## config.mk

```make
export PLATFORM = sky130hd
export DESIGN_NAME = sp_ram_burst_ctrl_flat
export DESIGN_NICKNAME = d
export VERILOG_FILES = /design/src/rtl/sp_ram_burst_ctrl_if.sv /design/src/rtl/sp_ram_burst_ctrl.sv /design/src/flat_wrapper.sv
export SDC_FILE = /design/constraint.sdc
export NUM_CORES = 1
export LEC_CHECK = 0
export BUFFER_PORTS_ARGS = -buffer_cell sky130_fd_sc_hd__buf_2
export CAP_MARGIN = 5
export CORE_MARGIN = 4
export CORE_UTILIZATION = 25
export CTS_BUF_LIST = sky130_fd_sc_hd__clkbuf_2
export CTS_CLUSTER_DIAMETER = 50
export DETAILED_ROUTE_END_ITERATION = 8
export HOLD_SLACK_MARGIN = 0.15
export PLACE_DENSITY_LB_ADDON = 0.1
export SYNTH_ARGS = -nofsm -noshare
export SYNTH_HDL_FRONTEND = slang
export SYNTH_SLANG_ARGS = --single-unit
```

## constraint.sdc

```tcl
create_clock -name clk -period 2.3 [get_ports clk]
set_clock_uncertainty 0.2 [all_clocks]
set_input_delay 0.115 -clock clk [delete_from_list [all_inputs] [get_ports clk]]
set_output_delay 0.115 -clock clk [all_outputs]
set_load 0.02 [all_outputs]
```

## src/rtl/sp_ram_burst_ctrl_if.sv

```systemverilog
// Bus bundle between the burst controller, its command/data clients and the
// 64x8 single-port RAM.
//
// Handshakes: a command transfers on a rising edge where cmd_valid and
// cmd_ready are both high; a write beat transfers on a rising edge where
// wr_valid and wr_ready are both high. A source holds valid and payload stable
// until it sees ready, and ready never depends combinationally on valid. Read
// beats (rd_valid) carry no backpressure: the sink must take every beat.
interface sp_ram_burst_ctrl_if #(
  parameter int ADDR_W = 6,
  parameter int DATA_W = 8
);
  logic              cmd_valid;
  logic              cmd_ready;
  logic              cmd_write;
  logic [ADDR_W-1:0] cmd_addr;
  logic [ADDR_W-1:0] cmd_len;
  logic              wr_valid;
  logic              wr_ready;
  logic [DATA_W-1:0] wr_data;
  logic              rd_valid;
  logic [DATA_W-1:0] rd_data;
  logic              rd_last;
  logic              done;
  logic              ram_we;
  logic [ADDR_W-1:0] ram_addr;
  logic [DATA_W-1:0] ram_din;
  logic [DATA_W-1:0] ram_dout;

  // Upstream clients plus the RAM: everything the controller does not drive.
  modport master (
    output cmd_valid, cmd_write, cmd_addr, cmd_len, wr_valid, wr_data, ram_dout,
    input  cmd_ready, wr_ready, rd_valid, rd_data, rd_last, done,
    input  ram_we, ram_addr, ram_din
  );

  // The burst controller.
  modport slave (
    input  cmd_valid, cmd_write, cmd_addr, cmd_len, wr_valid, wr_data, ram_dout,
    output cmd_ready, wr_ready, rd_valid, rd_data, rd_last, done,
    output ram_we, ram_addr, ram_din
  );
endinterface

```

## src/rtl/sp_ram_burst_ctrl.sv

```systemverilog
// Burst controller in front of a single-port RAM with a one-cycle registered
// read port. Accepts one command at a time and streams consecutive words to
// or from the RAM, wrapping modulo the RAM depth.
module sp_ram_burst_ctrl #(
  parameter int ADDR_W = 6,
  parameter int DATA_W = 8
) (
  input  logic       clk,
  input  logic       rst,
  sp_ram_burst_ctrl_if.slave bus,
  output logic [2:0] dbg_state
);

  typedef enum logic [2:0] {
    S_IDLE  = 3'd0,
    S_WRITE = 3'd1,
    S_READ  = 3'd2,
    S_DRAIN = 3'd3,
    S_DONE  = 3'd4
  } state_t;

  state_t            state_q, state_d;
  logic [ADDR_W-1:0] addr_q, addr_d;          // next word to touch
  logic [ADDR_W-1:0] cnt_q, cnt_d;            // beats left minus one
  logic [ADDR_W-1:0] ram_addr_q, ram_addr_d;
  logic [DATA_W-1:0] din_q, din_d;
  logic              we_q, we_d;
  logic              rd_valid_q, rd_valid_d;
  logic              rd_last_q, rd_last_d;
  logic              done_q, done_d;
  logic              cmd_ready_q, cmd_ready_d;
  logic              wr_ready_q, wr_ready_d;

  // Next-state and next-output decode; every control output is computed here
  // from the state being entered and registered below.
  always_comb begin
    state_d    = state_q;
    addr_d     = addr_q;
    cnt_d      = cnt_q;
    ram_addr_d = ram_addr_q;
    din_d      = din_q;
    we_d       = 1'b0;
    rd_valid_d = 1'b0;

    case (state_q)
      S_IDLE: begin
        if (bus.cmd_valid && cmd_ready_q) begin
          cnt_d = bus.cmd_len;
          if (bus.cmd_write) begin
            state_d = S_WRITE;
            addr_d  = bus.cmd_addr;
          end else begin
            // The first read address goes out in the very next cycle, so it
            // is loaded into the RAM address register right away.
            state_d    = S_READ;
            ram_addr_d = bus.cmd_addr;
            addr_d     = bus.cmd_addr + 1'b1;
          end
        end
      end
      S_WRITE: begin
        if (bus.wr_valid) begin
          we_d       = 1'b1;
          ram_addr_d = addr_q;
          din_d      = bus.wr_data;
          addr_d     = addr_q + 1'b1;
          if (cnt_q == '0) state_d = S_DONE;
          else             cnt_d   = cnt_q - 1'b1;
        end
      end
      S_READ: begin
        // An address is on the RAM this cycle; its data shows up next cycle.
        rd_valid_d = 1'b1;
        if (cnt_q == '0) begin
          state_d = S_DRAIN;
        end else begin
          ram_addr_d = addr_q;
          addr_d     = addr_q + 1'b1;
          cnt_d      = cnt_q - 1'b1;
        end
      end
      S_DRAIN: state_d = S_IDLE;
      S_DONE:  state_d = S_IDLE;
      default: state_d = S_IDLE;
    endcase

    cmd_ready_d = (state_d == S_IDLE);
    wr_ready_d  = (state_d == S_WRITE);
    rd_last_d   = (state_d == S_DRAIN);
    done_d      = (state_d == S_DRAIN) || (state_d == S_DONE);
  end

  // State and registered outputs; reset aborts any burst in flight.
  always_ff @(posedge clk) begin
    if (rst) begin
      state_q     <= S_IDLE;
      addr_q      <= '0;
      cnt_q       <= '0;
      ram_addr_q  <= '0;
      din_q       <= '0;
      we_q        <= 1'b0;
      rd_valid_q  <= 1'b0;
      rd_last_q   <= 1'b0;
      done_q      <= 1'b0;
      cmd_ready_q <= 1'b1;
      wr_ready_q  <= 1'b0;
    end else begin
      state_q     <= state_d;
      addr_q      <= addr_d;
      cnt_q       <= cnt_d;
      ram_addr_q  <= ram_addr_d;
      din_q       <= din_d;
      we_q        <= we_d;
      rd_valid_q  <= rd_valid_d;
      rd_last_q   <= rd_last_d;
      done_q      <= done_d;
      cmd_ready_q <= cmd_ready_d;
      wr_ready_q  <= wr_ready_d;
    end
  end

  // The idle flag is already set during reset so the controller can take a
  // command in the first cycle after reset; it is masked while rst is high.
  assign bus.cmd_ready = cmd_ready_q & ~rst;
  assign bus.wr_ready  = wr_ready_q;
  assign bus.rd_valid  = rd_valid_q;
  assign bus.rd_last   = rd_last_q;
  assign bus.rd_data   = bus.ram_dout;
  assign bus.done      = done_q;
  assign bus.ram_we    = we_q;
  assign bus.ram_addr  = ram_addr_q;
  assign bus.ram_din   = din_q;
  assign dbg_state     = state_q;

endmodule
```

## src/flat_wrapper.sv

```systemverilog
// flat-port wrapper written by rule: the top's interface ports become plain ports
module sp_ram_burst_ctrl_flat 
#(
  parameter int ADDR_W = 6,
  parameter int DATA_W = 8
)
  (clk, rst, dbg_state, bus_cmd_valid, bus_cmd_write, bus_cmd_addr, bus_cmd_len, bus_wr_valid, bus_wr_data, bus_ram_dout, bus_cmd_ready, bus_wr_ready, bus_rd_valid, bus_rd_data, bus_rd_last, bus_done, bus_ram_we, bus_ram_addr, bus_ram_din);
  sp_ram_burst_ctrl_if #(.ADDR_W(ADDR_W), .DATA_W(DATA_W)) bus_i ();
  input  logic clk;
  input  logic rst;
  output logic [2:0] dbg_state;
  input wire logic [$bits(bus_i.cmd_valid)-1:0] bus_cmd_valid;
  input wire logic [$bits(bus_i.cmd_write)-1:0] bus_cmd_write;
  input wire logic [$bits(bus_i.cmd_addr)-1:0] bus_cmd_addr;
  input wire logic [$bits(bus_i.cmd_len)-1:0] bus_cmd_len;
  input wire logic [$bits(bus_i.wr_valid)-1:0] bus_wr_valid;
  input wire logic [$bits(bus_i.wr_data)-1:0] bus_wr_data;
  input wire logic [$bits(bus_i.ram_dout)-1:0] bus_ram_dout;
  output wire logic [$bits(bus_i.cmd_ready)-1:0] bus_cmd_ready;
  output wire logic [$bits(bus_i.wr_ready)-1:0] bus_wr_ready;
  output wire logic [$bits(bus_i.rd_valid)-1:0] bus_rd_valid;
  output wire logic [$bits(bus_i.rd_data)-1:0] bus_rd_data;
  output wire logic [$bits(bus_i.rd_last)-1:0] bus_rd_last;
  output wire logic [$bits(bus_i.done)-1:0] bus_done;
  output wire logic [$bits(bus_i.ram_we)-1:0] bus_ram_we;
  output wire logic [$bits(bus_i.ram_addr)-1:0] bus_ram_addr;
  output wire logic [$bits(bus_i.ram_din)-1:0] bus_ram_din;
  assign bus_i.cmd_valid = bus_cmd_valid;
  assign bus_i.cmd_write = bus_cmd_write;
  assign bus_i.cmd_addr = bus_cmd_addr;
  assign bus_i.cmd_len = bus_cmd_len;
  assign bus_i.wr_valid = bus_wr_valid;
  assign bus_i.wr_data = bus_wr_data;
  assign bus_i.ram_dout = bus_ram_dout;
  assign bus_cmd_ready = bus_i.cmd_ready;
  assign bus_wr_ready = bus_i.wr_ready;
  assign bus_rd_valid = bus_i.rd_valid;
  assign bus_rd_data = bus_i.rd_data;
  assign bus_rd_last = bus_i.rd_last;
  assign bus_done = bus_i.done;
  assign bus_ram_we = bus_i.ram_we;
  assign bus_ram_addr = bus_i.ram_addr;
  assign bus_ram_din = bus_i.ram_din;
  sp_ram_burst_ctrl #(.ADDR_W(ADDR_W), .DATA_W(DATA_W)) u_core (.clk(clk), .rst(rst), .bus(bus_i), .dbg_state(dbg_state));
endmodule
```

## Word level (Yosys, flattened, before mapping)

Cells that the tools add are included.

| word-level totals | value |
|---|---|
| logic and storage cells | 59 |
| latch bits | 0 |
| bits in registers | 35 |
| memories kept | 0 |
| input port bits | 33 |
| RAM bits | 0 |
| ROM bits | 0 |
| output and inout port bits | 31 |

| operators by class | value |
|---|---|
| add/sub/neg operators | 3 |
| shift operators | 0 |
| mux-type cells | 22 |
| divide/modulo/power cells | 0 |
| bitwise operators | 3 |
| multiply operators | 0 |
| magnitude comparators | 0 |
| reduce and logical (&&, ||, !) cells | 11 |
| eq/ne operators | 9 |

Operator list:

| operator | number |
|---|---|
| $mux 6 | 11 |
| $pmux 6 s3 | 3 |
| $add 6x1->6 const B | 2 |
| $mux 3 | 4 |
| $pmux 3 s3 | 1 |
| $eq 3x1->1 const B | 2 |
| $eq 3x2->1 const B | 2 |
| $logic_not 3->1 | 2 |
| $logic_not 6->1 | 1 |
| $ne 2x2->1 const B | 3 |
| $sub 6x1->6 const B | 1 |
| $reduce_and 5->1 | 1 |
| $reduce_and 4->1 | 1 |
| $eq 3x3->1 const B | 1 |
| $reduce_and 3->1 | 1 |
| $reduce_bool 3->1 | 1 |
| $mux 1 | 2 |
| $mux 2 | 1 |
| $ne 2x1->1 const B | 1 |
| $not 1->1 | 2 |
| $reduce_and 2->1 | 1 |
| $reduce_or 2->1 | 1 |
| $and 1x1->1 | 1 |
| $logic_and 1x1->1 | 1 |
| $logic_or 1x1->1 | 1 |

## Logic depth before layout (Yosys ltp)

Gate-level depths: netlist (run 1).

| logic depth | value |
|---|---|
| depth after elaboration | 6 |
| depth in mapped cells | 8 |
| gate-level depth less buffers | 7 |

## Worst setup path before layout (run 1)

OpenSTA, ideal clock, no wires.

| timing path | value |
|---|---|
| path type | register to register |
| start point | register u_core.state_q[0], in the netlist u_core.dbg_state[0] |
| end point | register u_core.ram_addr_q[0], in the netlist u_core.bus.ram_addr[0] |
| setup slack | 0.302 ns |
| stages on the path, launching flop included | 9 |
| library setup time | 0.128 ns |
| buffers on the path | 3 |
| data required time | 1.972 ns |
| period minus slack after synthesis | 1.998 ns |
| arrival time | 1.670 ns |
| path through | dfxtp_1 -> buf_2 -> xnor2_1 -> or2_0 -> buf_2 -> buf_6 -> mux2_1 -> mux2i_1 -> nor2_1 |

| on the way | value |
|---|---|
| word-level cells in the longest chain between the ends | 3 |
| elaborated cells on any way between the ends | 10 |
| classes of those cells | eq/ne (6); mux (1); reduce/logical (3) |

Ends and longest elaborated chain:

| element | line | text |
|---|---|---|
| from (decl) | sp_ram_burst_ctrl.sv:22 | `state_t state_q, state_d;` |
| from (signal assigned) | sp_ram_burst_ctrl.sv:108 | `state_q <= state_d;` |
| $eq 3x2->1 (tied with other cells) | sp_ram_burst_ctrl.sv:45 | `case (state_q)` |
| $ne 2x2->1 (no line) (tied with other cells) | -- |  |
| $reduce_and 5->1 (no line) | -- |  |
| to (signal assigned) | sp_ram_burst_ctrl.sv:111 | `ram_addr_q <= ram_addr_d;` |
| to (decl) | sp_ram_burst_ctrl.sv:25 | `logic [ADDR_W-1:0] ram_addr_q, ram_addr_d;` |

Several ways; a longest one is shown, not always the timed one.
A chain may end at the register's enable or synchronous reset.

## Worst setup path in the final report (run 1)

| timing path | value |
|---|---|
| start point | input bus_cmd_addr[0] |
| end point | register u_core.addr_q[4] |

| on the way | value |
|---|---|
| word-level cells in the longest chain between the ends | 4 |

Ends and longest elaborated chain:

| element | line | text |
|---|---|---|
| from (decl) | flat_wrapper.sv:14 | `input wire logic [$bits(bus_i.cmd_addr)-1:0] bus_cmd_addr;` |
| $add 6x1->6 | sp_ram_burst_ctrl.sv:57 | `addr_d = bus.cmd_addr + 1'b1;` |
| $mux 6 | sp_ram_burst_ctrl.sv:49 | `if (bus.cmd_write) begin` |
| $mux 6 | sp_ram_burst_ctrl.sv:47 | `if (bus.cmd_valid && cmd_ready_q) begin` |
| $pmux 6 s3 | sp_ram_burst_ctrl.sv:45 |  |
| to (signal assigned) | sp_ram_burst_ctrl.sv:109 | `addr_q <= addr_d;` |
| to (decl) | sp_ram_burst_ctrl.sv:23 | `logic [ADDR_W-1:0] addr_q, addr_d;` |

No other way between the ends. The select of a mux whose other input is x is not followed.

==> flow_summary_export.csv, run 1 <==
group,metric,value,unit
run_status,outcome,"finished, final reports clean",
floorplanning,core_area,6940,um2
placed_design,dp_hpwl,3540,um
final_layout,area_delta_synth_final,45.3,%
setup_path,r2r_slack,0.26,ns
setup_path,cp_common_cell,"dlygate4sd3_1",
power_and_ir_drop,ir_drop,0.000347,V
yosys,synthArstFlopShare,0,
floorplanning,fp-row-count,30,
placed_design,place_inst,355,
yosys,synth_area,1830,um2
final_layout,final-instance-count-excl-fill,407,
global_route,grt_max_degree,23,
power_and_ir_drop,power-per-cell-area,897,nW/um2
timing,finalSetupViolCount,0,
floorplanning,die_area,8740,um2
yosys,ys.flop_type,"dfxtp_1",
detailed_routing,drc,0,
final_layout,nets,346,
yosys,ys_warn_count,0,
clocking,cts_made_buffers,5,
global_route,grt_pass1_wl,8560,um
min_path,min_path_type,"register to register",
timing,period_share,0.953,
detailed_routing,drtIter0Drc,62,
setup_path,slowest_delay,0.56,ns
setup_path,cp_top_family,"buffers and inverters",
setup_path,cp.arrival,2.30,ns
flow_run,max_cap_viol_count,0,
clocking,cts.sinks,35,
final_layout,drive_above_1_share,0.257,
timing,rsz0062_at_grt,"false",
floorplanning,ioPinCount,64,
final_layout,diodes,0,
detailed_routing,drtPass1Iterations,4,
clocking,clk_pin_slew_worst_paths,0.20,ns
floorplanning,dieWidth,93.5,um
timing,maxSlewHeadroom,0.789,
setup_path,crit_type,"input port to register",
clocking,insertion_delay,0.37,ns
yosys,syn_inst,220,
placed_design,place_congestion,0.750,
timing,worst_pin_slew,0.315,ns
setup_path,crit_path_start_kind,"input port",
timing,finalSetupTns,0,ns
detailed_routing,vias,1788,
timing,hold_violations,0,
placed_design,pre_cts_ws,0.135,ns
detailed_routing,post_drt_wl_per_cell,12.6,um
yosys,syn_area_per_cell,8.30,um2
placed_design,io_buffers,47,
timing,min_period,2.19,ns
setup_path,critPathBufInv,3,
global_route,grt_pass1_vias,1744,
power_and_ir_drop,leakagePower,1.13,nW
clocking,cts_buffer_depth,2,
detailed_routing,wl,5120,um
yosys,ys_seq_area_frac,0.384,
clocking,root_buffer,"clkbuf_2",
clocking,cts_tree,"yes",
timing,final_max_slew_viol_count,0,
setup_path,crit_chain,"dlygate4sd3_1 -> buf_2 -> ha_1 -> nor2b_2 -> nand3_1 -> xor2_1 -> dlygate4sd3_1 -> o32a_1 -> o32ai_1",
global_route,antenna_found_initial,0,
floorplanning,start_util,0.263,
global_route,grt_overflow_total,0,
yosys,synth_fp_nets,256,
detailed_routing,vias_per_cell,4.39,
yosys,synth-seq-cells,35,
floorplanning,die_h,93.5,um
final_layout,finalCoreUtilization,0.382,
setup_path,cp-end-kind,"register",
clocking,postCtsSetupBuffers,0,
setup_path,worst-path-max-fanout,4,
clocking,cts_max_level,2,
setup_path,crit_slowest_cell,"dlygate4sd3_1",
timing,max_freq,0.456,GHz
global_route,gr-usage-all-layers,0.121,
yosys,synth-edff-count,0,
detailed_routing,ant_nets,0,
yosys,ys_types,48,
setup_path,required,2.41,ns
timing,setup_slack,0.108,ns
==> worst min-delay path: stages, from the launching register on <==
cell     delay (ns)
dfxtp_1        0.35
nand2_1        0.05
a21oi_1        0.05
==> power breakdown <==
part	internal (mW)	leakage [nW]	switching [mW]
clock	0.0833	0.0330	0.214
combinational	0.571	0.811	0.632
sequential	0.743	0.286	0.138
total	1.40	1.13	0.984
==> registers in the layout (all words and copies together) (netlist names) <==
register,flops
u_core.bus.ram_din,8
u_core.addr_q,6
u_core.bus.ram_addr,6
u_core.cnt_q,6
u_core.dbg_state,3
u_core.bus.done,1
u_core.bus.ram_we,1
u_core.bus.rd_last,1
u_core.bus.rd_valid,1
u_core.bus.wr_ready,1
u_core.cmd_ready_q,1
==> worst paths after layout <==
kind | from | to | cells past startpoint
min reg2reg | u_core.bus.ram_din[5]$_SDFFE_PP0P_ | u_core.bus.ram_din[5]$_SDFFE_PP0P_ | 2
max | bus_cmd_addr[0] | u_core.addr_q[4]$_SDFFE_PP0P_ | 9
max reg2reg | u_core.cnt_q[0]$_SDFFE_PP0P_ | u_core.addr_q[0]$_SDFFE_PP0P_ | 7
min | u_core.bus.ram_din[5]$_SDFFE_PP0P_ | u_core.bus.ram_din[5]$_SDFFE_PP0P_ | 2
==> cells by family after synthesis <==
family                     after synthesis  share of synthesized area
adders and majority gates                3                     0.0206
DFF                                     35                      0.384
xor gates and xnor gates                 7                     0.0336
muxes                                    9                     0.0521
AOI/OAI and AO/OA                       58                      0.214
and+or+nand+nor                         85                      0.225
buffers and inverters                   23                     0.0712
==> Yosys cell counts (all sizes together) (3+ instances only) <==
cell type / number / share of area
a211oi: 4 / 0.016
a21o: 3 / 0.012
a21oi: 23 / 0.063
buf: 14 / 0.053
clkbuf: 5 / 0.010
dfxtp: 35 / 0.38
ha: 3 / 0.021
inv: 4 / 0.0082
mux2: 4 / 0.025
mux2i: 5 / 0.027
nand2: 37 / 0.076
nand3: 4 / 0.011
nor2: 18 / 0.037
nor2b: 7 / 0.024
nor3: 5 / 0.014
o21a: 3 / 0.012
o21ai: 11 / 0.042
o32ai: 3 / 0.014
or2: 3 / 0.010
xnor2: 4 / 0.019
xor2: 3 / 0.014
==> stage by stage <==
step                hold WS [ns]  power, mW  area (um2)
floorplan                0.00269       1.69        1830
global placement          0.0301       2.03        2160
detailed placement        0.0301       2.01        2160
CTS                        0.271       2.39        2640
global route               0.296       2.60        2650
finish                     0.268       2.38        2650
==> area by class of cell <==
class | instances | area, um2
clock buffers | 7 | 35.0
fillers | 707 | 4290
well taps | 96 | 120
multi-input cells | 162 | 1010
flip-flops and latches | 35 | 701
clock inverters | 1 | 5.00
inverters | 4 | 15.0
repair buffers | 102 | 771
==> per-layer routing <==
layer / up-vias / global-route usage / part of all wire
li1: 938 / - / -
met2: 42 / 0.186 / 0.46
met1: 802 / 0.167 / 0.48
met5: - / 0 / 0
met4: 0 / 0.0464 / 0.015
met3: 6 / 0.0225 / 0.044
==> layout by cell type (no fill, tap or decap), drive strengths merged, types with 2 or more instances in the layout <==
| cell type | instances |
|---|---|
| xnor2 | 4 |
| clkbuf | 7 |
| nand3 | 4 |
| nor3 | 5 |
| a211oi | 4 |
| nor2b | 7 |
| nand2 | 37 |
| o21ai | 11 |
| o32ai | 3 |
| nor4b | 2 |
| o221a | 2 |
| nand2b | 2 |
| dlygate4sd3 | 44 |
| nor2 | 18 |
| nor3b | 2 |
| xor2 | 3 |
| mux2i | 5 |
| a21oi | 23 |
| ha | 3 |
| a21o | 3 |
| o21a | 3 |
| dfxtp | 35 |
| or2 | 3 |
| buf | 58 |
| inv | 4 |
| mux2 | 4 |
==> repair_timing <==
item                       in CTS  in global routing
gates resized for setup         0                  2
hold endpoints to repair       42                  0
hold buffers                   44                  0
setup endpoints to repair       0                  5
Power figures use the tool's default switching activity.
==> run 2, diff against run 1 <==
--- a/config.mk
+++ b/config.mk
@@ -6,7 +6,9 @@
 export NUM_CORES = 1
 export LEC_CHECK = 0
 export BUFFER_PORTS_ARGS = -buffer_cell sky130_fd_sc_hd__buf_2
-export CAP_MARGIN = 5
+export CELL_PAD_IN_SITES_DETAIL_PLACEMENT = 1
+export CELL_PAD_IN_SITES_GLOBAL_PLACEMENT = 2
+export CORE_ASPECT_RATIO = 1.75
 export CORE_MARGIN = 4
 export CORE_UTILIZATION = 25
 export CTS_BUF_LIST = sky130_fd_sc_hd__clkbuf_2
==> run 2 against run 1 <==
Critical path depth fell by 2. Clock power rose by 80%. Wire length rose by 18%. Critical endpoint is now u_core.bus.ram_din[2]$_SDFFE_PP0P_. Power rose by 11%. Highest routed layer unchanged.
==> flow_summary_export.csv, run 2 (synthesis gave the netlist of run 1 again) <==
group,metric,value,unit
floorplanning,ioPinCount,64,
floorplanning,die_h,121,um
power_and_ir_drop,leakagePower,1.12,nW
detailed_routing,drc,0,
final_layout,finalCoreUtilization,0.368,
final_layout,largest_reg_flops,8,
global_route,grt_pass1_wl,9700,um
floorplanning,die_area,8790,um2
global_route,antenna_found_initial,0,
clocking,cts.sinks,35,
setup_path,worst-path-max-fanout,8,
floorplanning,dieWidth,72.6,um
setup_path,cp-end-kind,"register",
detailed_routing,wl,6050,um
final_layout,area_delta_synth_final,44.7,%
min_path,min_path_type,"register to register",
timing,finalSetupViolCount,0,
timing,worst_pin_slew,0.475,ns
clocking,cts_max_level,2,
power_and_ir_drop,finalPower,2.65,mW
timing,period_share,0.920,
timing,maxSlewHeadroom,0.681,
final_layout,layout.cells.most_common_list,"47 x buf_2, 40 x dlygate4sd3_1, 37 x nand2_1",
setup_path,crit_path_start_kind,"register",
global_route,grt_pass1_vias,1967,
setup_path,crit_type,"register to register",
placed_design,io_buffers,47,
clocking,root_buffer,"clkbuf_2",
clocking,cts_tree,"yes",
setup_path,cp.arrival,2.29,ns
global_route,grt_max_degree,23,
final_layout,mostFrequentLayoutCell,"buf_2",
timing,min_period,2.12,ns
detailed_routing,vias,1861,
flow_run,max_cap_viol_count,0,
final_layout,drive_above_1_share,0.255,
floorplanning,start_util,0.254,
power_and_ir_drop,power-per-cell-area,1000,nW/um2
final_layout,diodes,0,
detailed_routing,vias_per_cell,4.75,
clocking,cts_buffer_depth,2,
detailed_routing,post_drt_wl_per_cell,15.4,um
placed_design,dp_hpwl,4290,um
min_path,hp-start,"u_core.bus.ram_addr[2]$_SDFFE_PP0P_",
clocking,insertion_delay,0.41,ns
floorplanning,core_area,7180,um2
clocking,clk_pin_slew_worst_paths,0.22,ns
run_status,outcome,"finished, final reports clean",
placed_design,place_congestion,0.718,
final_layout,nets,341,
setup_path,cp-startpoint,"u_core.dbg_state[1]$_SDFF_PP0_",
power_and_ir_drop,ir_drop,0.000388,V
setup_path,r2r_start,"u_core.dbg_state[1]$_SDFF_PP0_",
timing,hold_violations,0,
detailed_routing,drtIter0Drc,79,
global_route,gr-usage-all-layers,0.144,
floorplanning,fp-row-count,41,
timing,finalSetupTns,0,ns
clocking,cts_made_buffers,5,
placed_design,place_area,2140,um2
final_layout,fin_area,2640,um2
detailed_routing,drtPass1Iterations,4,
timing,final_max_slew_viol_count,0,
detailed_routing,ant_nets,0,
global_route,grt_overflow_total,0,
timing,max_freq,0.473,GHz
setup_path,required,2.47,ns
run 2: changes by cell type in the layout (fill, tap and decap cells not counted):
cell           delta
bufinv_16         +2
nor4b_2           +1
o21ai_4           +1
o21ai_2           -1
nor4b_4           -1
buf_4             -1
dlygate4sd3_1     -4
nor2b_2           -1
clkinvlp_4        +1
nor2b_1           +1
clkinv_2          -1
clkbuf_2          -2
run 2: worst paths after layout:
check                                             end  slack, ns  cells after the start
hold / removal    u_core.bus.ram_addr[2]$_SDFFE_PP0P_       0.27                      2
hold reg to reg   u_core.bus.ram_addr[2]$_SDFFE_PP0P_       0.27                      2
setup / recovery   u_core.bus.ram_din[2]$_SDFFE_PP0P_       0.18                      7
setup reg to reg   u_core.bus.ram_din[2]$_SDFFE_PP0P_       0.18                      7
run 2: worst max-delay path, stage by stage, from the launching register on:
cell and delay (ns):
dfxtp_1 0.38, buf_4 0.17, nand2b_1 0.17, nor3b_2 0.21, buf_4 0.19, nand2_1 0.07
dlygate4sd3_1 0.56, a21oi_1 0.12
run 2: layout make-up:
type | instances | area, um2
fillers | 894 | 4540
multi-input cells | 162 | 1000
repair buffers | 97 | 723
flip-flops and latches | 35 | 701
well taps | 86 | 108
clock inverters | 3 | 67.6
clock buffers | 5 | 25.0
inverters | 4 | 15.0
run 2: where the power goes:
part | total (mW) | internal (mW) | switching [mW]
clock network | 0.537 | 0.292 | 0.245
logic | 1.23 | 0.557 | 0.676
registers | 0.880 | 0.743 | 0.136
run 2: per-layer routing:
layer | share of wire | track usage | up-vias
met1 | 0.39 | 0.154 | 901
met5 | 0 | 0 | -
met4 | 0.016 | 0.0520 | 0
li1 | - | - | 927
met2 | 0.56 | 0.267 | 28
met3 | 0.030 | 0.0299 | 5
run 2: timing repair:
item | 4_1_cts | 5_1_grt
gates resized for setup | 0 | 1
endpoints found under the hold margin | 42 | 0
setup buffers | 0 | 0
hold buffers | 40 | 0
setup endpoints to repair | 0 | 1
run 2: per-stage QoR:
step	hold slack (ns)	worst slack [ns]	instances
after global placement	0.0301	0.211	344
after global routing	0.304	-0.0171	392
after floorplan	0.00269	0.302	220
after CTS	0.275	0.148	392
after detailed placement	0.0301	0.192	344
final	0.269	0.185	392
==> run 3, diff against run 2 <==
--- a/config.mk
+++ b/config.mk
@@ -5,17 +5,19 @@
 export SDC_FILE = /design/constraint.sdc
 export NUM_CORES = 1
 export LEC_CHECK = 0
+export ABC_AREA = 0
 export BUFFER_PORTS_ARGS = -buffer_cell sky130_fd_sc_hd__buf_2
 export CELL_PAD_IN_SITES_DETAIL_PLACEMENT = 1
 export CELL_PAD_IN_SITES_GLOBAL_PLACEMENT = 2
 export CORE_ASPECT_RATIO = 1.75
 export CORE_MARGIN = 4
-export CORE_UTILIZATION = 25
+export CORE_UTILIZATION = 29
 export CTS_BUF_LIST = sky130_fd_sc_hd__clkbuf_2
 export CTS_CLUSTER_DIAMETER = 50
 export DETAILED_ROUTE_END_ITERATION = 8
 export HOLD_SLACK_MARGIN = 0.15
 export PLACE_DENSITY_LB_ADDON = 0.1
+export REMOVE_ABC_BUFFERS = 1
 export SYNTH_ARGS = -nofsm -noshare
 export SYNTH_HDL_FRONTEND = slang
 export SYNTH_SLANG_ARGS = --single-unit
==> run 3 against run 2 <==
Worst hold slack worse by 0.0055 ns. Combinational power up 3%. Wire length down 4.8%. Final area down 3.3%. Power down 8.6%. Via count down 3.1%. Fmax down 1.4%. Die area down 13%. Register-to-register slack better by 0.02 ns. Global-route usage up 1.9 points. Largest cell class unchanged.
==> flow_summary_export.csv, run 3 (synthesis gave the netlist of run 1 again) <==
group,metric,value,unit
timing,hold_violations,0,
setup_path,cp_common_cell,"dlygate4sd3_1",
floorplanning,dieWidth,68.0,um
final_layout,final-instance-count-excl-fill,384,
run_status,outcome,"finished, final reports clean",
final_layout,area_delta_synth_final,39.9,%
clocking,insertion_delay,0.36,ns
power_and_ir_drop,sw_frac_of_total,0.415,
floorplanning,core_area,6180,um2
final_layout,nets,339,
power_and_ir_drop,finalPower,2.42,mW
placed_design,dp_hpwl,4090,um
final_layout,nFillCells,783,
clocking,ctsResizeCount,0,
setup_path,cp-end-kind,"register",
min_path,min_path_type,"register to register",
global_route,gr-usage-all-layers,0.162,
detailed_routing,drtIter0Drc,41,
setup_path,required,2.39,ns
final_layout,register_area,701,um2
floorplanning,die_area,7680,um2
clocking,cts_tree,"yes",
placed_design,place_congestion,0.725,
final_layout,finalCoreUtilization,0.413,
setup_path,worst-path-max-fanout,6,
power_and_ir_drop,power-per-cell-area,948,nW/um2
timing,finalSetupViolCount,0,
placed_design,io_buffers,47,
setup_path,crit_slowest_cell,"dlygate4sd3_1",
global_route,grt_overflow_total,0,
floorplanning,die_h,113,um
final_layout,drive_above_1_share,0.263,
timing,rsz0062_at_grt,"false",
clocking,root_buffer,"clkbuf_2",
setup_path,crit_type,"input port to register",
power_and_ir_drop,p_int,1.42,mW
global_route,antenna_found_initial,0,
setup_path,crit_end,"u_core.addr_q[5]$_SDFFE_PP0P_",
clocking,cts_made_buffers,5,
detailed_routing,drtPass1Iterations,4,
placed_design,place_inst,342,
placed_design,pre_cts_ws,0.208,ns
detailed_routing,vias_per_cell,4.70,
final_layout,diodes,0,
placed_design,place_area,2180,um2
final_layout,mostFrequentLayoutCell,"buf_2",
flow_run,max_cap_viol_count,0,
floorplanning,start_util,0.296,
setup_path,crit_chain,"dlygate4sd3_1 -> buf_2 -> nand4b_1 -> nor2_1 -> xor2_1 -> dlygate4sd3_1 -> o21ai_0 -> a211oi_1",
setup_path,cp-startpoint,"bus_cmd_write",
floorplanning,fp-row-count,38,
setup_path,r2r_slack,0.20,ns
clocking,hold_buffers,34,
detailed_routing,vias,1804,
detailed_routing,drc,0,
clocking,clk_pin_slew_worst_paths,0.18,ns
power_and_ir_drop,p_sw,1.00,mW
global_route,grt_max_degree,23,
final_layout,layout.cells.most_common_list,"47 x buf_2, 37 x nand2_1, 35 x dfxtp_1",
setup_path,r2r_start,"u_core.cnt_q[0]$_SDFFE_PP0P_",
detailed_routing,post_drt_wl_per_cell,15.0,um
clocking,postCtsSetupBuffers,0,
timing,hold_ws,0.263,ns
final_layout,fin_area,2550,um2
detailed_routing,wl,5760,um
power_and_ir_drop,p_clk_frac,0.113,
detailed_routing,ant_nets,0,
timing,period_share,0.933,
timing,setup_slack,0.154,ns
clocking,cts_buffer_depth,2,
timing,final_max_slew_viol_count,0,
power_and_ir_drop,leakagePower,1.12,nW
global_route,grt_pass1_wl,9470,um
clocking,cts_max_level,2,
power_and_ir_drop,p_comb_frac,0.524,
setup_path,cp.arrival,2.24,ns
floorplanning,ioPinCount,64,
timing,finalSetupTns,0,ns
setup_path,slowest_delay,0.57,ns
clocking,cts.sinks,35,
timing,worst_pin_slew,0.565,ns
final_layout,multi_input_area,996,um2
setup_path,crit_path_start_kind,"input port",
power_and_ir_drop,ir_drop,0.000388,V
final_layout,largest_reg_flops,8,
timing,maxSlewHeadroom,0.622,
timing,max_freq,0.466,GHz
global_route,grt_pass1_vias,1977,
setup_path,timing.rr.end,"u_core.addr_q[2]$_SDFFE_PP0P_",
setup_path,worst-r2r-cell-count,9,
timing,min_period,2.15,ns
power_and_ir_drop,power_frac_seq,0.363,
-- run 3: changes by cell type in the layout (fill, tap and decap cells not counted) --
| cell | change |
|---|---|
| buf_12 | +1 |
| clkbuf_2 | +1 |
| o21ai_2 | +1 |
| clkinvlp_4 | -1 |
| dlygate4sd3_1 | -6 |
| bufinv_16 | -2 |
| o21ai_4 | -1 |
| buf_4 | +3 |
| clkinv_1 | +2 |
-- run 3: layout make-up --
type,count,area share
clock inverter,2,0.00294
timing repair buffer,95,0.276
tap,80,0.0392
inverter,4,0.00588
multi-input combinational,162,0.390
sequential,35,0.274
clock buffer,6,0.0118
-- run 3: per-layer routing --
layer | vias up | GRT usage | share of wire
met5 | - | 0 | 0
met4 | 0 | 0.0505 | 0.0061
met3 | 2 | 0.0268 | 0.031
met2 | 35 | 0.320 | 0.59
met1 | 844 | 0.162 | 0.37
li1 | 923 | - | -
-- run 3: how the worst min path moves through the flow --
stage | startpoint | endpoint | cells after the start
3_3_place_gp | bus_ram_dout[0] | bus_rd_data[0] | 0
3_5_place_dp | bus_ram_dout[0] | bus_rd_data[0] | 0
2_1_floorplan | rst | u_core.addr_q[1]$_SDFFE_PP0P_ | 1
6_report | u_core.bus.ram_din[3]$_SDFFE_PP0P_ | u_core.bus.ram_din[3]$_SDFFE_PP0P_ | 2
4_1_cts | u_core.bus.ram_din[3]$_SDFFE_PP0P_ | u_core.bus.ram_din[3]$_SDFFE_PP0P_ | 2
5_1_grt | bus_wr_data[0] | u_core.bus.ram_din[0]$_SDFFE_PP0P_ | 4
-- run 3: worst max-delay path, delay by kind of cell --
| family | cells | cell delay (ns) |
|---|---|---|
| xor gates and xnor gates | 1 | 0.16 |
| and+or+nand+nor | 2 | 0.38 |
| AOI/OAI and AO/OA | 2 | 0.32 |
| buffers and inverters | 3 | 1.27 |
-- run 3: power groups by stage --
stage                     registers [mW]  logic (mW)  clock network, mW
final                              0.879        1.27              0.275
after global routing               0.903        1.41              0.328
after CTS                          0.881        1.30              0.303
after detailed placement           0.895        1.24                  0
after global placement             0.895        1.23                  0
after floorplan                    0.926       0.692                  0
